## config.mk

```make
export PLATFORM = sky130hd
export DESIGN_NAME = scan_word_fifo
export DESIGN_NICKNAME = d
export VERILOG_FILES = /design/src/rtl/scan_word_fifo.sv
export SDC_FILE = /design/constraint.sdc
export NUM_CORES = 1
export LEC_CHECK = 0
export ABC_AREA = 0
export BUFFER_PORTS_ARGS = -buffer_cell sky130_fd_sc_hd__clkbuf_2
export CAP_MARGIN = 20
export CORE_UTILIZATION = 40
export DETAILED_ROUTE_END_ITERATION = 16
export GPL_TIMING_DRIVEN = 0
export PLACE_DENSITY = 0.57
export SKIP_CTS_REPAIR_TIMING = 1
export SYNTH_ARGS = -nofsm -noshare
export SYNTH_HDL_FRONTEND = slang
export SYNTH_SLANG_ARGS = --single-unit
export TNS_END_PERCENT = 20
```

## constraint.sdc

```tcl
create_clock -name aclk -period 2.6 [get_ports aclk]
set_input_delay 0.13 -clock aclk [delete_from_list [all_inputs] [get_ports aclk]]
set_output_delay 0.13 -clock aclk [all_outputs]
set_load 0.05 [all_outputs]
```

## src/rtl/scan_word_fifo.sv

```systemverilog
// scan_word_fifo: synchronous word FIFO with registered read data, registered
// flags derived from next-state count, and sticky overflow/underflow flags.
module scan_word_fifo #(
   parameter int unsigned DATA_WIDTH = 32,
   parameter int unsigned ADDR_WIDTH = 4,
   parameter int unsigned AF_MARGIN  = 2
) (
   input  logic                  aclk,
   input  logic                  areset,
   input  logic                  wr_en,
   input  logic [DATA_WIDTH-1:0] data_in,
   input  logic                  rd_en,
   output logic [DATA_WIDTH-1:0] data_out,
   output logic                  empty,
   output logic                  full,
   output logic                  almost_full,
   output logic [ADDR_WIDTH:0]   count,
   output logic                  overflow,
   output logic                  underflow
);

   localparam int unsigned DEPTH    = 2 ** ADDR_WIDTH;
   localparam int unsigned CNT_W    = ADDR_WIDTH + 1;
   localparam int unsigned AF_LEVEL = DEPTH - AF_MARGIN;

   logic [DATA_WIDTH-1:0] mem [DEPTH];
   logic [ADDR_WIDTH-1:0] wr_ptr;
   logic [ADDR_WIDTH-1:0] rd_ptr;
   logic [CNT_W-1:0]      count_nxt;
   logic                  wr_acc;
   logic                  rd_acc;

   // Acceptance qualifiers and next-state occupancy.
   always_comb begin
      wr_acc    = wr_en & ~full;
      rd_acc    = rd_en & ~empty;
      count_nxt = count;
      if (wr_acc && !rd_acc) begin
         count_nxt = count + CNT_W'(1);
      end else if (rd_acc && !wr_acc) begin
         count_nxt = count - CNT_W'(1);
      end
   end

   // Storage array; only accepted writes touch it, so no reset is needed.
   always_ff @(posedge aclk) begin
      if (wr_acc && !areset) begin
         mem[wr_ptr] <= data_in;
      end
   end

   // Pointers, count, read data and registered flags.
   always_ff @(posedge aclk) begin
      if (areset) begin
         wr_ptr      <= '0;
         rd_ptr      <= '0;
         count       <= '0;
         data_out    <= '0;
         empty       <= 1'b1;
         full        <= 1'b0;
         almost_full <= 1'b0;
         overflow    <= 1'b0;
         underflow   <= 1'b0;
      end else begin
         if (wr_acc) begin
            wr_ptr <= wr_ptr + ADDR_WIDTH'(1);
         end
         if (rd_acc) begin
            data_out <= mem[rd_ptr];
            rd_ptr   <= rd_ptr + ADDR_WIDTH'(1);
         end
         count       <= count_nxt;
         empty       <= (count_nxt == '0);
         full        <= (count_nxt == CNT_W'(DEPTH));
         almost_full <= (count_nxt >= CNT_W'(AF_LEVEL));
         if (wr_en && full) begin
            overflow <= 1'b1;
         end
         if (rd_en && empty) begin
            underflow <= 1'b1;
         end
      end
   end

endmodule

```

-- Word-level counts from Yosys, hierarchy flattened
Memories as Yosys holds them, arrays and structs flattened. A register that Yosys moved wholly into a read port is not among the register bits.
Index checks and enable logic that the tools add are counted.
- reduce and logical (&&, ||, !) cells: 9
- muxes and demuxes: 4
- bitwise logic cells: 4
- order comparisons: 1
- add/subtract/negate cells: 4
- equality and inequality tests: 1
- operator list (kind ; number):
    5-bit two-way mux ; 2
    4-bit by 1-bit adder with 4-bit output, second input constant ; 2
    5-bit by 1-bit adder with 5-bit output, second input constant ; 1
    5-bit == test, second input constant ; 1
    5-bit by 4-bit >= comparator with 1-bit output, second input constant ; 1
    1-bit logical AND ; 5
    5-bit logical NOT ; 1
    5-bit by 1-bit subtractor with 5-bit output, second input constant ; 1
    1-bit logical NOT ; 3
    1-bit bitwise AND ; 2
    1-bit two-way mux ; 2
    1-bit inverter ; 2
- memories: 1
- input bits: 36
- logic and storage cells: 32
- RAM bits: 512
- output and inout bits: 42
- register bits: 18
- memories (name ; depth ; bits a word ; read ports ; clocked after Yosys merged registers in ; write ports ; RTL line ; source):
    mem ; 16 ; 32 ; 1 ; 1 ; 1 ; 26 ; logic [DATA_WIDTH-1:0] mem [DEPTH];

-- Longest topological paths before layout
- depth after elaboration: 7
- gate-level depth with buffers: 6
- mapped depth without buffers: 6

-- Worst setup path before layout
OpenSTA, ideal clock, no wires.
- kind: flip-flop to flip-flop
- from: reg full
- to: mem mem[3][0], enable pin
- required time: 2179 ps
- arrival time: 2300 ps
- slack: -121 ps
- cell stages (with the launch flop): 5
- clock period less this slack: 2721 ps
- buffers on the path: 1
- library setup time: 421 ps
- path through: dfxtp_1 nor2b_2 buf_6 nand2_1 nor2_1
- longest elaborated chain between the ends: 5
- ends and longest elaborated chain (element ; RTL line ; source):
    start, declared ; 15 ; output logic full,
    start signal, assigned ; 74 ; full <= (count_nxt == CNT_W'(DEPTH));
    1-bit inverter ; 35 ; wr_acc = wr_en & ~full;
    1-bit bitwise AND ; 35 ;
    1-bit logical AND ; 47 ; if (wr_acc && !areset) begin
    1-bit two-way mux ; 47 ;
    1-bit two-way mux (implied by the code) ; 48 ; mem[wr_ptr] <= data_in;
    end, declared ; 26 ;
Every way passes these cells.

==> out/metrics.csv <==
stage;metric;value;unit
placed_design;io_buffer_count;77;
clock_tree;htree_levels;2;
yosys;synth_nets;1014;
clock_tree;cts_buffers;57;
worst_setup_path;crit_path_start_kind;flop;
clock_tree;cts_tree;built;
die;rows;84;
status;violations;negative hold slack;
timing;min_period;2.290;ns
worst_setup_path;crit_fanout;10;
die;floorplan.initialDensity;40.45;%
worst_setup_path;r2r_cells;5;
timing;finalHoldViolCount;6;
clock_tree;cts.sink_count;562;
drt;drt-initial-drc-count;659;
timing;tns;0;ns
yosys;synthArstFlopShare;0;%
pwr;pwr_density_cell;830.0;nW/µm²
drt;first_pass_iters;5;
drt;drt-total-wl;46210;µm
drt;drt.antenna.violating_nets;0;
yosys;synth_flop_cell;edfxtp_1;
drt;route.detailed.drc;0;
clock_tree;clkTransAtPathRegs;0.06;ns
worst_setup_path;r2r_start;rd_ptr[1];
die;die_h;232.3;µm
clock_tree;clock_latency;0.61;ns
timing;drv_slew;0;
timing;setup_viol;0;
min_path;min_from;data_in[18];
yosys;seq_area_frac_synth;77.20;%
yosys;syn_avg_cell_area;21.85;µm²
placed_design;dp_hpwl;29400;µm
min_path;hp-class;in2reg;
timing;fin_ws;0.3103;ns
timing;rsz0062_at_grt;false;
drt;num_vias;10120;
grt;grt_usage;17.68;%
pwr;ir_worst_vdd;0.0005668;V
worst_setup_path;end_kind;flop;
final_layout;area_growth;18.86;%
worst_setup_path;worstPathArrival;2.73;ns
timing;slew-limit-headroom;31.18;%
timing;fmax;436.7;MHz
worst_setup_path;timing.rr.end;data_out[1];
die;die-area;53950;µm²
worst_setup_path;crit_start;rd_ptr[1];
timing;tightest_slew;1.032;ns
grt;grt_start_max_net_pins;23;
worst_setup_path;timing.reg2reg.setup_slack;0.31;ns
yosys;ys_ff_latch;562;
final_layout;fin_nets;1201;
timing;clock_skew;0.01625;ns
yosys;ys_warn_count;0;
yosys;synth_cells;971;
placed_design;dp_slack;0.2373;ns
yosys;synth_top_area_share;72.48;%
status;status;complete, but fails checks;
worst_setup_path;worst-setup-path-type;reg2reg;
grt;grt_pass1_wl;68920;µm
drt;viasPerCell;5.344;
final_layout;drive_gt1_share;30.60;%
grt;overflow;0;
clock_tree;root_buffer;clkbuf_16;
die;io_pins;78;
grt;grt_pass1_vias;10520;
yosys;synth_area_leaders;edfxtp_1 (72%), mux4_2 (14%), dfxtp_1 (4.7%), mux2i_1 (3.0%), o221ai_1 (1.3%);
worst_setup_path;required;3.04;ns
placed_design;gp_congestion;0.7125;
pwr;p_leak;7.913;nW
die;core_area;52450;µm²
clock_tree;cts_max_path_buffers;3;
final_layout;diodes;0;
yosys;synth.distinct_cells;40;
die;die_x;232.3;µm
grt;antenna_found_initial;0;
yosys;yosysTopAreaCell;edfxtp_1;
yosys;syn-cell-area;21210;µm²
drt;post_drt_wl_per_cell;24.40;µm
worst_setup_path;cp-endpoint;data_out[1];
job;cap_violations;0;
yosys;synth_edf_count;512;
timing;timing.hold.ws;-0.002929;ns
timing;fin_crit_sh;88.06;%
## kinds of logic after synthesis
| kind of cell | synth area share, % |
|---|---|
| xor+xnor | 0.3716 |
| buf+inv | 1.563 |
| mux | 16.61 |
| flops | 77.20 |
| simple gates | 2.059 |
| compound gates | 1.781 |
| fa+ha+maj | 0.4129 |
## state kept, by name (all words and copies together) (netlist names), 4 cells and up
register,cells
rd_ptr,4
count,5
data_out,32
mem,512
wr_ptr,4
## worst min path at each step
stage | end | slack [ns] | depth (start not counted)
2_1_floorplan | mem[0][0] | 0.23 | 0
3_3_place_gp | overflow | 0.40 | 3
3_5_place_dp | overflow | 0.41 | 3
4_1_cts | underflow | -0.24 | 3
5_1_grt | mem[14][18] | 0.0009 | 1
6_report | mem[4][18] | -0.003 | 1
## cell usage after synthesis, types with 4 or more instances
cell,instances
a21oi_1,4
buf_2,18
buf_6,12
clkbuf_1,17
dfxtp_1,50
edfxtp_1,512
ha_1,7
inv_1,5
mux2i_1,64
mux4_2,128
nand2_1,44
nor2_1,34
o221ai_1,32
xnor2_1,4
xor2_1,5
## layout by cell type (no fill, tap or decap), types with 2 or more instances in the layout
cell / instances
clkbuf_1: 27
or3_1: 3
clkinv_2: 10
dfxtp_1: 50
clkbuf_2: 78
buf_2: 18
inv_1: 5
dlygate4sd3_1: 34
clkbuf_16: 59
clkinv_4: 3
buf_12: 15
clkbuf_8: 12
nor3_1: 3
xor2_1: 5
buf_4: 2
o221ai_1: 32
bufinv_16: 5
and4_1: 2
nand4_1: 2
nand3_1: 3
nor2_4: 16
nand2_1: 44
buf_6: 13
nand2b_1: 2
mux4_2: 128
mux2i_1: 64
clkinv_1: 3
a21oi_1: 4
edfxtp_1: 512
clkinvlp_4: 4
ha_1: 7
xnor2_1: 4
nor2_1: 18
## per-layer routing
layer / wire length, µm / global-route usage [%]
met4: 894 / 5.119
met1: 19960 / 23.79
met2: 22960 / 29.30
met5: 0 / 0
met3: 2387 / 3.278
## where the power goes
group,internal [mW],switching [mW]
combinational,1.00,1.39
sequential,10.0,0.117
clock,4.99,3.39
## area by class of cell
cell class,count,area [µm²]
Timing Repair Buffer,128,1065
Sequential cell,562,16380
Tap cell,688,860.8
Buffer,51,312.8
Clock inverter,26,276.5
Clock buffer,81,1679
Inverter,5,18.77
Fill cell,4300,27230
Multi-Input combinational cell,353,4624
## through the flow
stage	power (mW)	instance area (µm²)	utilization, %	instances
5_1_grt	21.65	25210	48.07	1894
3_5_place_dp	12.74	22910	43.68	1752
6_report	20.93	25210	48.07	1894
2_1_floorplan	12.03	21210	-	971
3_3_place_gp	12.69	22460	42.82	1736
4_1_cts	21.13	24860	47.40	1859
## worst max-delay path: stages (launching register included)
cell and delay [ns]:
dfxtp_1 0.51, buf_2 0.31, clkbuf_1 0.54, mux4_2 0.40, mux2i_1 0.21, o221ai_1 0.14
Power figures use the tool's default switching activity.
